`config.mk`:
```
export PLATFORM = sky130hd
export DESIGN_NAME = mv_pwm_generator
export DESIGN_NICKNAME = d
export VERILOG_FILES = /design/src/rtl/mv_pwm_generator.sv
export SDC_FILE = /design/constraint.sdc
export NUM_CORES = 1
export LEC_CHECK = 0
export ABC_CLOCK_PERIOD_IN_PS = 3500
export CAP_MARGIN = 20
export CORE_MARGIN = 3
export CORE_UTILIZATION = 40
export DETAILED_ROUTE_END_ITERATION = 12
export GPL_ROUTABILITY_DRIVEN = 1
export GPL_TIMING_DRIVEN = 0
export PLACE_DENSITY_LB_ADDON = 0.12
export SKIP_LAST_GASP = 1
export SLEW_MARGIN = 20
export SYNTH_ARGS = -nofsm -noshare
export SYNTH_HDL_FRONTEND = slang
export SYNTH_SLANG_ARGS = --single-unit
```
`constraint.sdc`:
```
create_clock -name i_clk -period 3.5 [get_ports i_clk]
set_input_delay 0.7 -clock i_clk [delete_from_list [all_inputs] [get_ports i_clk]]
set_output_delay 0.7 -clock i_clk [all_outputs]
set_load 0.005 [all_outputs]
```
`src/rtl/mv_pwm_generator.sv`:
```
// Complementary PWM output stage driven by the PID manipulation value.
// Optional macro PWM_DEADTIME_EN builds the dead-time gate FSM; without it the gates are raw/~raw.
`timescale 1ns/1ps
module mv_pwm_generator #(
    parameter int unsigned CNT_NB     = 16,
    parameter int unsigned DEAD_NB    = 8,
    parameter int unsigned MIN_PERIOD = 2
) (
    input  logic                i_clk,
    input  logic                i_rst,
    input  logic                i_en,
    input  logic signed [31:0]  i_mv,
    input  logic [CNT_NB-1:0]   i_period,
    input  logic [DEAD_NB-1:0]  i_dead,
    output logic                o_pwm_h,
    output logic                o_pwm_l,
    output logic [CNT_NB-1:0]   o_duty,
    output logic                o_period_start,
    output logic                o_sat
);

    logic [CNT_NB-1:0] cnt;
    logic [CNT_NB-1:0] period_q;
    logic [CNT_NB-1:0] duty_q;
    logic              load_pend;

    logic              load_c;
    logic              raw_c;
    logic [CNT_NB-1:0] period_new_c;
    logic [CNT_NB-1:0] duty_new_c;
    logic              sat_new_c;
    logic [31:0]       mv_u;

    assign mv_u         = i_mv;
    assign load_c       = i_en && (load_pend || (cnt == period_q - CNT_NB'(1)));
    assign raw_c        = (cnt < duty_q);
    assign period_new_c = (i_period < CNT_NB'(MIN_PERIOD)) ? CNT_NB'(MIN_PERIOD) : i_period;
    assign o_duty       = duty_q;

    // Clamp the signed MV into [0, new period]
    always_comb begin
        duty_new_c = mv_u[CNT_NB-1:0];
        sat_new_c  = 1'b0;
        if (i_mv[31]) begin
            duty_new_c = '0;
            sat_new_c  = 1'b1;
        end else if (mv_u > 32'(period_new_c)) begin
            duty_new_c = period_new_c;
            sat_new_c  = 1'b1;
        end
    end

    // Period counter and shadow registers, reloaded only at period boundaries
    always_ff @(posedge i_clk or posedge i_rst) begin
        if (i_rst) begin
            cnt            <= '0;
            period_q       <= CNT_NB'(MIN_PERIOD);
            duty_q         <= '0;
            load_pend      <= 1'b1;
            o_period_start <= 1'b0;
            o_sat          <= 1'b0;
        end else if (!i_en) begin
            cnt            <= '0;
            load_pend      <= 1'b1;
            o_period_start <= 1'b0;
        end else if (load_c) begin
            cnt            <= '0;
            load_pend      <= 1'b0;
            o_period_start <= 1'b1;
            period_q       <= period_new_c;
            duty_q         <= duty_new_c;
            o_sat          <= sat_new_c;
        end else begin
            cnt            <= cnt + CNT_NB'(1);
            o_period_start <= 1'b0;
        end
    end

`ifdef PWM_DEADTIME_EN
    typedef enum logic [2:0] {
        S_IDLE, S_LOW, S_DEAD_LH, S_HIGH, S_DEAD_HL
    } state_t;

    state_t             state;
    logic [DEAD_NB-1:0] dead_q;
    logic [DEAD_NB-1:0] dcnt;

    always_ff @(posedge i_clk or posedge i_rst) begin
        if (i_rst) begin
            dead_q <= '0;
        end else if (load_c) begin
            dead_q <= i_dead;
        end
    end

    // Gate FSM: both gates are off during every dead interval
    always_ff @(posedge i_clk or posedge i_rst) begin
        if (i_rst) begin
            state   <= S_IDLE;
            dcnt    <= '0;
            o_pwm_h <= 1'b0;
            o_pwm_l <= 1'b0;
        end else if (!i_en) begin
            state   <= S_IDLE;
            o_pwm_h <= 1'b0;
            o_pwm_l <= 1'b0;
        end else begin
            case (state)
                S_IDLE: begin
                    state   <= S_LOW;
                    o_pwm_h <= 1'b0;
                    o_pwm_l <= 1'b1;
                end
                S_LOW: begin
                    if (raw_c) begin
                        o_pwm_l <= 1'b0;
                        if (dead_q == '0) begin
                            state   <= S_HIGH;
                            o_pwm_h <= 1'b1;
                        end else begin
                            state <= S_DEAD_LH;
                            dcnt  <= dead_q;
                        end
                    end
                end
                S_DEAD_LH: begin
                    if (!raw_c) begin
                        state   <= S_LOW;
                        o_pwm_l <= 1'b1;
                    end else if (dcnt == DEAD_NB'(1)) begin
                        state   <= S_HIGH;
                        o_pwm_h <= 1'b1;
                    end else begin
                        dcnt <= dcnt - DEAD_NB'(1);
                    end
                end
                S_HIGH: begin
                    if (!raw_c) begin
                        o_pwm_h <= 1'b0;
                        if (dead_q == '0) begin
                            state   <= S_LOW;
                            o_pwm_l <= 1'b1;
                        end else begin
                            state <= S_DEAD_HL;
                            dcnt  <= dead_q;
                        end
                    end
                end
                S_DEAD_HL: begin
                    if (raw_c) begin
                        state   <= S_HIGH;
                        o_pwm_h <= 1'b1;
                    end else if (dcnt == DEAD_NB'(1)) begin
                        state   <= S_LOW;
                        o_pwm_l <= 1'b1;
                    end else begin
                        dcnt <= dcnt - DEAD_NB'(1);
                    end
                end
                default: begin
                    state   <= S_IDLE;
                    o_pwm_h <= 1'b0;
                    o_pwm_l <= 1'b0;
                end
            endcase
        end
    end
`else
    logic dead_unused;
    assign dead_unused = ^i_dead;

    // Plain complementary gates, one clock behind raw
    always_ff @(posedge i_clk or posedge i_rst) begin
        if (i_rst) begin
            o_pwm_h <= 1'b0;
            o_pwm_l <= 1'b0;
        end else if (!i_en) begin
            o_pwm_h <= 1'b0;
            o_pwm_l <= 1'b0;
        end else begin
            o_pwm_h <= raw_c;
            o_pwm_l <= ~raw_c;
        end
    end
`endif

endmodule

```
==> results_dict.tcl, run 1 <==
set metrics [dict create \
    status "finished clean" \
    worst_pin_slew_ns 0.441 \
    reg2reg_slack_ns 0.21 \
    path_common_cell "nand2b_1" \
    num_rows 35 \
    hold_depth 2 \
    clkPwrFrac_pct 26.5 \
    grt_max_degree 35 \
    yosys.area.top_type "dfrtp_1" \
    layoutNonFillerInstCount 603 \
    fin_tns_setup_ns 0 \
    grt_pass1_wl_mm 15.9 \
    grt_pass1_vias 3211 \
    max_slew_margin_pct 70.6 \
    syn2layout_area_growth_pct 27.5 \
    dr_total_vias 3077 \
    yosys.cell_types.count 48 \
    p_sw_share_pct 29.2 \
    dieHeight_um 105 \
    power_density_nw_per_um2 319 \
    post-synth-top-area-fraction_pct 32.3 \
    drc 0 \
    power.switching_mw 0.469 \
    drive_gt1_share_pct 15.0 \
    initial_core_util_pct 42.0 \
    die-area_um2 11100 \
    crit_required_ns 3.70 \
    synth_top_family_by_area "simple AND/OR/NAND/NOR gates" \
    drt-vias-per-instance 5.10 \
    synthAdderAreaFrac_pct 10.4 \
    fmax_mhz 301 \
    gp_congestion 0.851 \
    ir_worst_vdd_mv 0.174 \
    antenna_left 0 \
    antenna_found_initial 0 \
    cts_tree "yes" \
    synth-simple-area-share_pct 17.5 \
    global_route.usage.total_pct 17.7 \
    ys_seq_area_share_pct 33.6 \
    syn_area_um2 3960 \
    cp-start-kind "input port" \
    num_antenna_cells 0 \
    cts_buffer_depth 2 \
    drv_slew 0 \
    seqPwrFrac_pct 45.9 \
    gr-total-overflow 0 \
    min_period_over_period_pct 95.0 \
    ys_ff_latch 53 \
    rsz0062_at_grt "no" \
    crit_chain "clkdlybuf4s50_1, nor4_1, nand4_1, nand2b_1, inv_1, ha_1, nand2b_1, a21oi_1, o21ai_2, o211ai_1, a21oi_4, buf_6, mux2i_1, nor2_1, mux2_4" \
    hold_end "o_sat" \
    drtIter0Drc 125 \
    ff2ff_path_depth 13 \
    ios 79 \
    synth_xor_xnor_area_share_pct 7.53 \
    htreeDepth 2 \
    p_leak_nw 2.29 \
    hold_violations 0 \
    cts_buffers 5 \
    fin_nets 565 \
    cts.reportedPaths.clkPinSlew_ns 0.10 \
    ys_warn_count 0 \
    synth.area.mux_share_pct 16.3 \
    setup_viol 0 \
    io_buffer_count 69 \
    yosys-top-cells-area "dfrtp_1 32%, ha_1 10%, mux2_4 9.1%" \
    hold_path.class "flop to flop" \
    worstReg2RegStart "period_q[0]" \
    cp.arrival_ns 3.53 \
    clock-root-buffer "clkbuf_8" \
    wire_per_inst_um 15.8 \
    r2r-end "o_duty[5]" \
    synth_compound_area_share_pct 7.34 \
    comb_power_share_pct 27.6 \
    p_int_mw 1.14 \
    crit_slowest_cell "clkdlybuf4s50_1" \
    cp_slowest_stage_delay_ns 0.48 \
    dieWidth_um 105 \
    routed_wl_mm 9.52 \
    post-route-min-period_ns 3.33 \
    syn_nets 485 \
    first_pass_iters 4 \
    avgSynthCellArea_um2 10.1 \
    syn_inst 393 \
    dp_cells 592 \
    holdBufCountCts 0 \
    cp_max_fo 7 \
    core_um2 9420 \
    crit_type "input port to flop" \
    drv_cap 0 \
    clk_latency_ns 0.31 \
    clock_sinks 53 \
    cp-end-kind "flop" \
    finalClockSkew_ns 0.0106 \
    dp_hpwl_mm 7.79 \
    min-delay-start "o_sat" \
    holdWs_ns 0.532 \
]
[cells in the mapped netlist, drive strengths merged]
| master | number |
|---|---|
| clkbuf | 7 |
| nand2b | 5 |
| mux2i | 24 |
| dfrtp | 51 |
| mux2 | 28 |
| o211ai | 2 |
| nand4 | 8 |
| nor4 | 11 |
| nor2b | 1 |
| nor2 | 31 |
| and2 | 2 |
| dfstp | 2 |
| o21ai | 5 |
| inv | 41 |
| xor2 | 18 |
| and3 | 5 |
| or3b | 2 |
| nor4b | 1 |
| a21oi | 12 |
| a2111o | 1 |
| nor3 | 24 |
| or4 | 3 |
| and2b | 1 |
| xnor2 | 16 |
| and4 | 1 |
| buf | 7 |
| ha | 33 |
| a21o | 11 |
| a221oi | 2 |
| o311ai | 1 |
| nand2 | 14 |
| o31ai | 4 |
| or3 | 3 |
| a211oi | 2 |
| nand3 | 14 |
[cells by family (layout without fill, tap and decap cells)]
kind of cell / count (synthesis) / in the layout
AND/OR/NAND/NOR: 126 / 126
buffers and inverters: 55 / 136
flip-flops: 53 / 53
multiplexers: 52 / 52
AO/OA/AOI/OAI: 40 / 40
XOR/XNOR: 34 / 34
adder cells (fa/ha/maj): 33 / 33
[timing repair]
action,4_1_cts,5_1_grt
hold endpoints to repair,0,0
endpoints found under the setup margin,25,27
setup buffers,3,0
pin swaps,2,6
resized for setup,7,12
[placed cells by master, fill, tap and decap left out, drive strengths merged, types with 3 or more instances in the layout]
cell            n
nand2          14
dfrtp          51
inv            42
buf            12
or4             3
nand2b          5
or3             3
nor2           31
ha             33
nand3          14
clkbuf         12
o21ai           5
nor3           24
mux2           28
xor2           18
nand4           8
dlymetal6s2s    5
nor4           11
clkdlybuf4s50  64
and3            5
a21o           11
mux2i          24
xnor2          16
a21oi          12
o31ai           4
[sequential cells by signal (all words and copies together), names as in the netlist]
| signal | count |
|---|---|
| o_period_start | 1 |
| o_pwm_l | 1 |
| load_pend | 1 |
| o_sat | 1 |
| period_q | 16 |
| o_duty | 16 |
| cnt | 16 |
| o_pwm_h | 1 |
[worst max path at each step]
| stage | from | endpoint | slack, ns |
|---|---|---|---|
| floorplan | i_period[3] | o_duty[0] | 0.11 |
| global placement | i_period[12] | o_duty[8] | -1.24 |
| detailed placement | i_period[12] | o_duty[1] | -1.25 |
| CTS | i_period[8] | o_duty[11] | 0.02 |
| global route | i_period[5] | o_duty[11] | 0.008 |
| finish | i_period[5] | o_duty[11] | 0.17 |
[area by class of cell]
cell class / count / area, um^2
repair buffers: 73 / 762
plain buffers: 14 / 145
flip-flops and latches: 53 / 1330
clock inverters: 2 / 38.8
multi-input cells: 285 / 2380
inverters: 41 / 154
fillers: 851 / 4370
clock buffers: 6 / 72.6
well taps: 129 / 161
[critical path: cells and delay by family]
family | cells | cell delay (ns)
muxes | 2 | 0.48
adders and majority gates | 1 | 0.29
AOI/OAI and AO/OA | 4 | 0.64
buffers and inverters | 3 | 0.73
and+or+nand+nor | 5 | 0.70
[power by group through the flow]
stage / clock [mW] / combinational, mW / sequential (mW)
after floorplan: 0 / 0.267 / 0.727
after global placement: 0 / 0.427 / 0.747
after detailed placement: 0 / 0.438 / 0.749
after CTS: 0.440 / 0.447 / 0.737
after global routing: 0.472 / 0.493 / 0.748
final: 0.427 / 0.444 / 0.738
[through the flow]
stage	power, mW	util [%]	setup WS, ns	cell area, um^2
floorplan	0.995	-	0.108	3960
global placement	1.17	51.1	-1.24	4810
detailed placement	1.19	51.3	-1.25	4830
CTS	1.62	53.2	0.0187	5010
global route	1.71	53.6	0.00812	5040
finish	1.61	53.6	0.174	5040
[routing by layer]
layer	track usage, %	part of all wire, %	vias up
li1	-	-	1538
met1	24.6	48	1450
met2	28.8	46	80
met3	2.69	4.7	9
met4	4.59	1.5	0
met5	0	0	-
No activity file was read; power rests on OpenSTA's default activity.
==> run 2: changes to the inputs <==
--- a/config.mk
+++ b/config.mk
@@ -7,7 +7,7 @@
 export LEC_CHECK = 0
 export ABC_CLOCK_PERIOD_IN_PS = 3500
 export CAP_MARGIN = 20
-export CORE_MARGIN = 3
+export CORE_MARGIN = 2
 export CORE_UTILIZATION = 40
 export DETAILED_ROUTE_END_ITERATION = 12
 export GPL_ROUTABILITY_DRIVEN = 1
==> results_dict.tcl, run 2 (same netlist as run 1, synthesis figures left out) <==
set metrics [dict create \
    ir_worst_vdd_mv 0.165 \
    p_leak_nw 2.25 \
    dieHeight_um 103 \
    htreeDepth 2 \
    cp-start-kind "input port" \
    antenna_left 0 \
    cp.depth 15 \
    cp_top_family "buffers and inverters" \
    dieWidth_um 103 \
    met2_usage_pct 31.7 \
    crit_required_ns 3.71 \
    final_util_pct 51.7 \
    io_buffer_count 69 \
    cp.arrival_ns 3.61 \
    worst_pin_slew_ns 0.663 \
    antenna_found_initial 0 \
    clock_sinks 53 \
    cts_tree "yes" \
    fmax_mhz 294 \
    fin_tns_setup_ns 0 \
    hold_depth 2 \
    crit_chain "clkdlybuf4s50_1, nor4_2, nand4_1, nand2b_1, inv_1, ha_1, nand2b_1, a21oi_1, o21ai_1, o211ai_1, a21oi_4, buf_4, mux2i_1, nor2_1, mux2_4" \
    dpl_worst_slack_ns -1.16 \
    hold_violations 0 \
    drtIter0Drc 65 \
    setup_slack_ns 0.0994 \
    path_common_cell "nand2b_1" \
    drc 0 \
    dp_hpwl_mm 7.65 \
    num_rows 36 \
    fin_nets 564 \
    grt_max_degree 54 \
    layout_commonest_cell "clkdlybuf4s50_1" \
    worst-path-buf-inv 3 \
    use_met1_pct 25.4 \
    drv_cap 0 \
    layoutNonFillerInstCount 606 \
    status "finished clean" \
    gp_congestion 0.858 \
    num_antenna_cells 0 \
    initial_core_util_pct 40.9 \
    cts_buffer_depth 2 \
    clk_latency_ns 0.31 \
    gr-total-overflow 0 \
    global_route.usage.total_pct 18.7 \
    met3_usage_pct 2.49 \
    rsz0062_at_grt "yes" \
    mostFrequentLayoutCells "67 x clkdlybuf4s50_1, 51 x dfrtp_1, 40 x inv_1" \
    cp-end-kind "flop" \
    cp_max_fo 7 \
    drive_gt1_share_pct 15.0 \
    ff2ff_path_depth 13 \
    grt_pass1_wl_mm 15.4 \
    syn2layout_area_growth_pct 26.7 \
    drt-vias-per-instance 5.08 \
    core_um2 9680 \
    cp_slowest_stage_delay_ns 0.50 \
    top_usage_layer "met2" \
    setup_viol 0 \
    p_total_mw 1.56 \
    die-area_um2 10700 \
    power_density_nw_per_um2 312 \
    max_slew_margin_pct 55.8 \
    drv_slew 0 \
    post-route-min-period_ns 3.40 \
    finalClockSkew_ns 0.00385 \
    wire_per_inst_um 15.5 \
    dp_cells 595 \
    min_period_over_period_pct 97.2 \
    first_pass_iters 4 \
    ios 79 \
    cts_buffers 5 \
    clock-root-buffer "clkbuf_8" \
    crit_type "input port to flop" \
    grt_pass1_vias 3128 \
    holdBufCountCts 0 \
    hold_path.class "flop to flop" \
    dr_total_vias 3079 \
    crit_slowest_cell "clkdlybuf4s50_1" \
    cts.reportedPaths.clkPinSlew_ns 0.10 \
    routed_wl_mm 9.36 \
]
## run 2: cell count changes in the layout (fill, tap and decap cells not counted), sizes merged
cell           change
clkdlybuf4s50      +3
bufinv             -1
dlymetal6s2s       -3
buf                -1
clkinv             +1
## run 2: final timing paths
| check | start | to | slack, ns |
|---|---|---|---|
| worst max-delay path | i_period[3] | o_duty[15] | 0.1 |
| worst min-delay path | period_q[1] | period_q[1] | 0.52 |
| worst max register to register | period_q[0] | o_duty[7] | 0.17 |
| worst min register to register | period_q[1] | period_q[1] | 0.52 |
| max in group asynchronous | i_rst | period_q[4] | 2.22 |
| min in group asynchronous | i_rst | cnt[11] | 0.83 |
## run 2: worst register-to-register path, delay by kind of cell, from the launching register on
family                   cells  cell delay (ns)
buffers and inverters        4             0.60
AND/OR/NAND/NOR              4             0.88
multiplexers                 1             0.32
flip-flops                   1             0.46
AO/OA/AOI/OAI                3             0.71
adder cells (fa/ha/maj)      1             0.25
## run 2: power by group
group          leakage (nW)  internal, mW  switching, mW
registers             0.673         0.667         0.0727
clock network        0.0518         0.165          0.217
logic                  1.53         0.254          0.186
total                  2.25          1.09          0.475
## run 2: final cells by class
cell class	instances	area (um^2)
inverters	41	156
repair buffers	72	731
fillers	897	4670
clock inverters	2	17.5
flip-flops and latches	53	1330
clock buffers	6	82.6
well taps	133	166
multi-input cells	285	2380
plain buffers	14	145
## run 2: timing repair
| action | 4_1_cts | 5_1_grt |
|---|---|---|
| resized for setup | 6 | 10 |
| pin swaps | 2 | 3 |
| buffers inserted | 3 | 0 |
| setup endpoints to repair | 26 | 37 |
## run 2: metal layers
metal | part of all wire (%) | vias up
met3 | 3.5 | 8
met2 | 47 | 63
met4 | 1.1 | 0
met5 | 0 | -
li1 | - | 1536
met1 | 48 | 1472
## run 2: stage by stage
stage	hold WS, ns	instance area [um^2]
finish	0.523	5010
detailed placement	0.507	4820
floorplan	0.481	3960
global route	0.579	5010
global placement	0.508	4820
CTS	0.527	4980
==> run 3: changes to the inputs <==
--- a/config.mk
+++ b/config.mk
@@ -6,7 +6,7 @@
 export NUM_CORES = 1
 export LEC_CHECK = 0
 export ABC_CLOCK_PERIOD_IN_PS = 3500
-export CAP_MARGIN = 20
+export CAP_MARGIN = 10
 export CORE_MARGIN = 2
 export CORE_UTILIZATION = 40
 export DETAILED_ROUTE_END_ITERATION = 12
==> results of run 3 <==
The final DEF is identical to that of run 2; final timing and power are the same.
